**config.mk**
```make
export PLATFORM = sky130hd
export DESIGN_NAME = fir_sample_packer
export DESIGN_NICKNAME = d
export VERILOG_FILES = /design/src/rtl/fir_pkg.sv /design/src/rtl/fir_word_fifo.sv /design/src/rtl/fir_sample_packer.sv
export SDC_FILE = /design/constraint.sdc
export NUM_CORES = 1
export LEC_CHECK = 0
export BUFFER_PORTS_ARGS = -buffer_cell sky130_fd_sc_hd__buf_2
export CAP_MARGIN = 0
export CELL_PAD_IN_SITES_DETAIL_PLACEMENT = 0
export CELL_PAD_IN_SITES_GLOBAL_PLACEMENT = 1
export CORE_ASPECT_RATIO = 1.1
export CORE_MARGIN = 4
export CORE_UTILIZATION = 48
export CTS_BUF_LIST = sky130_fd_sc_hd__clkbuf_16
export DETAILED_ROUTE_END_ITERATION = 10
export GPL_TIMING_DRIVEN = 0
export PLACE_DENSITY = 0.8
export SLEW_MARGIN = 10
export SYNTH_ARGS = -nofsm -noshare
export SYNTH_HDL_FRONTEND = slang
export SYNTH_SLANG_ARGS = --single-unit
```
**constraint.sdc**
```tcl
create_clock -name clk -period 3 [get_ports clk]
set_input_delay 0.3 -clock clk [delete_from_list [all_inputs] [get_ports clk]]
set_output_delay 0.3 -clock clk [all_outputs]
set_load 0.02 [all_outputs]
```
**src/rtl/fir_pkg.sv**
```systemverilog
// -----------------------------------------------------------------------------
// fir_pkg
// Shared definitions for the FIR datapath: sample and byte widths, the signed
// sample type, and the sign-extension helper used by the input packer and the
// output stage.
// -----------------------------------------------------------------------------
package fir_pkg;

    localparam int SAMPLE_W = 32;
    localparam int BYTE_W   = 8;

    typedef logic signed [SAMPLE_W-1:0] sample_t;

    // Sign-extend the low nbytes bytes of word to a full sample. Any nbytes
    // outside 1..3 returns the word unchanged (full 4-byte sample).
    function automatic sample_t sext_bytes(input logic [SAMPLE_W-1:0] word,
                                           input int unsigned         nbytes);
        sample_t res;
        case (nbytes)
            32'd1:   res = {{24{word[7]}},  word[7:0]};
            32'd2:   res = {{16{word[15]}}, word[15:0]};
            32'd3:   res = {{8{word[23]}},  word[23:0]};
            default: res = word;
        endcase
        return res;
    endfunction

endpackage

```
**src/rtl/fir_word_fifo.sv**
```systemverilog
// -----------------------------------------------------------------------------
// fir_word_fifo
// Small synchronous FIFO of signed samples. Pointers carry one extra wrap bit
// so full and empty are distinguished without a separate counter. The caller
// is responsible for never pushing when full (unless popping) and never
// popping when empty.
//
// Ports:
//   clk, rst_n  clock, asynchronous active-low reset
//   i_push      write i_wdata at the tail
//   i_pop       discard the head entry
//   i_wdata     sample to write
//   o_head      current head entry (combinational from storage)
//   o_level     occupancy, 0..DEPTH
//   o_full      level == DEPTH
//   o_empty     level == 0
// -----------------------------------------------------------------------------
module fir_word_fifo
    import fir_pkg::*;
#(
    parameter int DEPTH = 2
) (
    input  logic                   clk,
    input  logic                   rst_n,
    input  logic                   i_push,
    input  logic                   i_pop,
    input  sample_t                i_wdata,
    output sample_t                o_head,
    output logic [$clog2(DEPTH):0] o_level,
    output logic                   o_full,
    output logic                   o_empty
);

    localparam int             AW      = $clog2(DEPTH);
    localparam logic [AW:0]    DEPTH_L = (AW+1)'(DEPTH);

    logic [AW:0] r_wr_ptr;
    logic [AW:0] r_rd_ptr;
    sample_t     r_mem [DEPTH];

    // Storage and pointer update; storage is cleared on reset so nothing stale survives.
    always_ff @(posedge clk or negedge rst_n) begin
        if (!rst_n) begin
            r_wr_ptr <= '0;
            r_rd_ptr <= '0;
            for (int i = 0; i < DEPTH; i++) begin
                r_mem[i] <= '0;
            end
        end else begin
            if (i_push) begin
                r_mem[r_wr_ptr[AW-1:0]] <= i_wdata;
                r_wr_ptr                <= r_wr_ptr + 1'b1;
            end else begin
                r_wr_ptr <= r_wr_ptr;
            end
            if (i_pop) begin
                r_rd_ptr <= r_rd_ptr + 1'b1;
            end else begin
                r_rd_ptr <= r_rd_ptr;
            end
        end
    end

    assign o_level = r_wr_ptr - r_rd_ptr;
    assign o_full  = (o_level == DEPTH_L);
    assign o_empty = (r_wr_ptr == r_rd_ptr);
    assign o_head  = r_mem[r_rd_ptr[AW-1:0]];

endmodule

```
**src/rtl/fir_sample_packer.sv**
```systemverilog
// -----------------------------------------------------------------------------
// fir_sample_packer
// Packs a little-endian byte stream into signed 32-bit samples, buffers them
// in a small FIFO and presents the head to the FIR core's x input. When the
// FIFO is empty the last popped sample is repeated so the core never sees X.
//
// Ports:
//   clk, rst_n  clock, asynchronous active-low reset
//   byte_in     data byte, accepted when byte_vld is high
//   byte_vld    one byte accepted per high cycle
//   frame_sync  drop any partial word; a byte in the same cycle becomes byte 0
//   x_take      core consumes x_dat this cycle
//   clr_flags   clear sticky overflow/underflow (a same-cycle set wins)
//   x_dat       sample to the core (FIFO head, else hold register)
//   x_vld       FIFO not empty
//   level       FIFO occupancy
//   byte_cnt    bytes held in the partial word
//   overflow    sticky: completed word dropped on a full FIFO
//   underflow   sticky: x_take while FIFO empty
// -----------------------------------------------------------------------------
module fir_sample_packer
    import fir_pkg::*;
#(
    parameter int BYTES_PER_WORD = 4,
    parameter int DEPTH          = 2
) (
    input  logic                   clk,
    input  logic                   rst_n,
    input  logic [BYTE_W-1:0]      byte_in,
    input  logic                   byte_vld,
    input  logic                   frame_sync,
    input  logic                   x_take,
    input  logic                   clr_flags,
    output logic [SAMPLE_W-1:0]    x_dat,
    output logic                   x_vld,
    output logic [$clog2(DEPTH):0] level,
    output logic [1:0]             byte_cnt,
    output logic                   overflow,
    output logic                   underflow
);

    localparam logic [1:0] LAST_IDX = 2'(BYTES_PER_WORD - 1);

    logic [SAMPLE_W-1:0]    r_word;
    logic [1:0]             r_byte_cnt;
    sample_t                r_hold;
    logic                   r_overflow;
    logic                   r_underflow;

    logic [1:0]             w_idx;
    logic [SAMPLE_W-1:0]    w_base;
    logic [SAMPLE_W-1:0]    w_asm;
    logic                   w_done;
    logic                   w_push;
    logic                   w_pop;
    logic                   w_ovf_set;
    logic                   w_unf_set;
    sample_t                w_head;
    logic                   w_full;
    logic                   w_empty;
    logic [$clog2(DEPTH):0] w_level;

    // Byte placement: frame_sync restarts the word so the current byte is byte 0.
    always_comb begin
        w_idx  = frame_sync ? 2'd0 : r_byte_cnt;
        w_base = frame_sync ? '0 : r_word;
        w_asm  = w_base;
        case (w_idx)
            2'd0:    w_asm[7:0]   = byte_in;
            2'd1:    w_asm[15:8]  = byte_in;
            2'd2:    w_asm[23:16] = byte_in;
            2'd3:    w_asm[31:24] = byte_in;
            default: w_asm        = w_base;
        endcase
    end

    assign w_done = byte_vld && (w_idx == LAST_IDX);

    // A pop only happens on a non-empty FIFO; a push on a full FIFO needs a
    // concurrent pop to make room, otherwise the word is dropped.
    assign w_pop     = x_take && !w_empty;
    assign w_push    = w_done && (!w_full || w_pop);
    assign w_ovf_set = w_done && w_full && !w_pop;
    assign w_unf_set = x_take && w_empty;

    fir_word_fifo #(
        .DEPTH (DEPTH)
    ) u_fifo (
        .clk     (clk),
        .rst_n   (rst_n),
        .i_push  (w_push),
        .i_pop   (w_pop),
        .i_wdata (sext_bytes(w_asm, BYTES_PER_WORD)),
        .o_head  (w_head),
        .o_level (w_level),
        .o_full  (w_full),
        .o_empty (w_empty)
    );

    // Partial-word register and byte counter.
    always_ff @(posedge clk or negedge rst_n) begin
        if (!rst_n) begin
            r_word     <= '0;
            r_byte_cnt <= 2'd0;
        end else if (byte_vld) begin
            r_word     <= w_done ? '0 : w_asm;
            r_byte_cnt <= w_done ? 2'd0 : (w_idx + 2'd1);
        end else if (frame_sync) begin
            r_word     <= '0;
            r_byte_cnt <= 2'd0;
        end else begin
            r_word     <= r_word;
            r_byte_cnt <= r_byte_cnt;
        end
    end

    // Hold register: remembers the last popped sample for the empty case.
    always_ff @(posedge clk or negedge rst_n) begin
        if (!rst_n) begin
            r_hold <= '0;
        end else if (w_pop) begin
            r_hold <= w_head;
        end else begin
            r_hold <= r_hold;
        end
    end

    // Sticky flags; a set in the same cycle as clr_flags wins.
    always_ff @(posedge clk or negedge rst_n) begin
        if (!rst_n) begin
            r_overflow  <= 1'b0;
            r_underflow <= 1'b0;
        end else begin
            if (w_ovf_set) begin
                r_overflow <= 1'b1;
            end else if (clr_flags) begin
                r_overflow <= 1'b0;
            end else begin
                r_overflow <= r_overflow;
            end
            if (w_unf_set) begin
                r_underflow <= 1'b1;
            end else if (clr_flags) begin
                r_underflow <= 1'b0;
            end else begin
                r_underflow <= r_underflow;
            end
        end
    end

    assign x_dat     = w_empty ? r_hold : w_head;
    assign x_vld     = !w_empty;
    assign level     = w_level;
    assign byte_cnt  = r_byte_cnt;
    assign overflow  = r_overflow;
    assign underflow = r_underflow;

endmodule

```
==> impl_metrics.py <==
metrics = {
    "run_status": {
        "status": "completed",
    },
    "timing": {
        "hold_slack_ps": 84.1,
        "post-route-period-util_pct": 92.9,
        "hold_viol": 0,
        "setup_viol": 0,
        "worst_slew_margin_rel_pct": 44.3,
        "slew_violations": 0,
        "fin_crit_ps": 2790,
        "rsz0062_at_grt": "no",
        "finClkSkew_ps": 8.61,
        "worst_pin_slew_ps": 835,
        "max_freq_mhz": 359,
        "fin_tns_setup_ps": 0,
    },
    "setup_path": {
        "crit_fanout": 10,
        "start_kind": "flip-flop",
        "worstRegToRegCells": 8,
        "endpoint_kind": "primary output",
        "crit_path_end": "x_dat[23]",
        "r2r_setup_slack_ps": 550,
        "r2r-end": "u_fifo.r_mem[41]$_DFFE_PN0P_",
        "required_ps": 2700,
        "crit_path_start": "u_fifo.r_rd_ptr[0]$_DFFE_PN0N_",
        "criticalPathCategory": "reg2out",
        "reg2reg_from": "u_fifo.r_wr_ptr[0]$_DFFE_PN0P_",
        "worstPathArrival_ps": 2490,
    },
    "grt": {
        "grt_antenna_before_repair": 0,
        "grt_overflow": 0,
        "grtUsageTotal_pct": 21.2,
        "grt_max_degree": 90,
        "grt_pass1_vias": 4842,
        "grt_pass1_wl_um": 25700,
    },
    "floorplan": {
        "die_area_mm2": 0.0157,
        "initial_utilization_pct": 49.4,
        "die_w_um": 120,
        "ios": 53,
        "row_count": 44,
        "die_y_um": 131,
        "core_mm2": 0.0133,
    },
    "clock_network": {
        "cts_tree": "yes",
        "path_clk_slew_ps": 50,
        "cts_buffers": 17,
        "post-cts-setup-buffer-count": 0,
        "cts_buffer_depth": 2,
        "cts_root_buffer": "clkbuf_16",
        "insertion_delay_ps": 420,
        "htree_levels": 4,
        "numClockSinks": 136,
    },
    "power": {
        "power.density_mw_per_mm2": 1000,
        "power.leakage_nw": 3.80,
        "ir_worst_vdd_mv": 0.482,
    },
    "place": {
        "place_hpwl_um": 10900,
        "dp_cells": 842,
        "globalplace.congestion": 0.819,
        "portBuffers": 51,
    },
    "routing": {
        "ant_nets": 0,
        "viasPerCell": 5.40,
        "drt-pass1-iter-count": 4,
        "via_count": 4726,
        "drcViolationCount": 0,
        "drt-total-wl_um": 15500,
        "wl_per_cell_um": 17.8,
        "drt_iter0_drc": 346,
    },
    "synth": {
        "synthFlopType": "dfrtp_1",
        "synth_most_common_cell": "dfrtp_1",
        "synth_nets": 621,
        "async_flop_share_pct": 100,
        "yosysUniqueCellTypes": 33,
        "synth_area_leaders": "dfrtp_1, mux2_2, mux2_4",
        "synth_seq_cells": 136,
        "synth-edff-count": 0,
        "syn_area_mm2": 0.00658,
        "yosysTopAreaCell": "dfrtp_1",
        "synth_common_cells": "dfrtp_1, a21oi_1, nand2_1, nor2_1, mux2_2",
        "yosys_warnings": 0,
        "synthCells": 606,
        "yosysTopAreaCellShare_pct": 51.7,
        "syn_avg_cell_area_um2": 10.9,
        "synth_sequential_area_ratio_pct": 51.7,
    },
    "layout": {
        "area_growth_pct": 17.4,
        "diodes": 0,
        "final_cells": 875,
        "layout-drive-gt1-share_pct": 24.6,
        "fin_nets": 693,
    },
    "run": {
        "cap_violations": 0,
    },
    "worst_hold_path": {
        "min_path_type": "in2reg",
    },
}
-- sequential cells by signal (all words and copies together), names as in the netlist --
register         cells
underflow            1
overflow             1
byte_cnt             2
r_hold              32
u_fifo.r_wr_ptr      2
r_word              32
u_fifo.r_mem        64
u_fifo.r_rd_ptr      2
-- through the flow --
stage	util (%)	worst slack, ps	total power (W)	instance area, µm²
floorplan	-	744	0.00456	6580
global placement	53.1	-164	0.00557	7070
detailed placement	53.3	485	0.00563	7100
CTS	58.0	17.2	0.00781	7720
global route	58.0	31.2	0.00822	7730
finish	58.0	213	0.00775	7730
-- critical path, stage by stage, from the launching register on --
cell,delay [ps]
dfrtp_1,350
clkbuf_1,370
clkbuf_1,640
mux2i_1,420
a21oi_1,120
buf_2,170
-- routing by layer --
layer / GRT usage, % / share of wire (%) / vias to the layer above
li1: - / - / 2248
met1: 29.2 / 47 / 2346
met2: 33.3 / 48 / 117
met3: 4.86 / 3.8 / 15
met4: 7.41 / 1.0 / 0
met5: 0 / 0 / -
-- area by class of cell --
| type | count | area (µm²) |
|---|---|---|
| Clock buffer | 17 | 425 |
| Fill cell | 1179 | 5600 |
| Sequential cell | 136 | 3400 |
| Inverter | 5 | 18.8 |
| Tap cell | 184 | 230 |
| Buffer | 46 | 262 |
| Timing Repair Buffer | 53 | 299 |
| Multi-Input combinational cell | 419 | 2910 |
| Clock inverter | 15 | 184 |
-- repair_timing --
item	4_1_cts	5_1_grt
hold endpoints to repair	47	0
hold buffers	1	0
gates resized for setup	0	9
setup endpoints to repair	0	28
-- layout by cell type, fill, tap and decap left out, drive strengths merged, types with 2 or more instances in the layout --
master | Yosys | layout
clkbuf | 31 | 49
dfrtp | 136 | 136
nand2 | 63 | 63
nor2b | 11 | 11
nand3 | 10 | 10
and2 | 8 | 8
o21ai | 42 | 42
xnor2 | 5 | 5
a21oi | 64 | 64
a22oi | 8 | 8
clkinv | 0 | 7
bufinv | 0 | 4
xor2 | 2 | 2
mux2i | 41 | 41
mux2 | 72 | 72
inv | 5 | 5
nor3b | 16 | 16
a32oi | 8 | 8
nand2b | 3 | 3
clkinvlp | 0 | 4
buf | 15 | 66
nor2 | 57 | 57
-- how the worst min path moves through the flow --
stage	startpoint	to	slack [ps]	cells after the start
global placement	r_hold[16]$_DFFE_PN0N_	r_hold[16]$_DFFE_PN0N_	460	2
finish	clr_flags	underflow$_DFFE_PN0P_	80	2
CTS	clr_flags	underflow$_DFFE_PN0P_	60	2
global route	clr_flags	underflow$_DFFE_PN0P_	70	2
floorplan	rst_n	byte_cnt[0]$_DFF_PN0_	4	0
detailed placement	rst_n	r_hold[13]$_DFFE_PN0N_	270	1
-- logic make-up (layout without fill, tap and decap cells) --
family | Yosys count | in the layout | synth area share [%]
xor+xnor | 7 | 7 | 1.22
mux | 113 | 113 | 20.2
simple gates | 172 | 172 | 12.0
compound gates | 126 | 126 | 10.5
flops | 136 | 136 | 51.7
fa+ha+maj | 1 | 1 | 0.190
buf+inv | 51 | 136 | 4.16
-- where the power goes --
part | switching (W) | internal [W]
Sequential | 0.000177 | 0.00213
Combinational | 0.00214 | 0.00115
Clock | 0.000783 | 0.00137
Total | 0.00310 | 0.00465
Power figures use the tool's default switching activity.
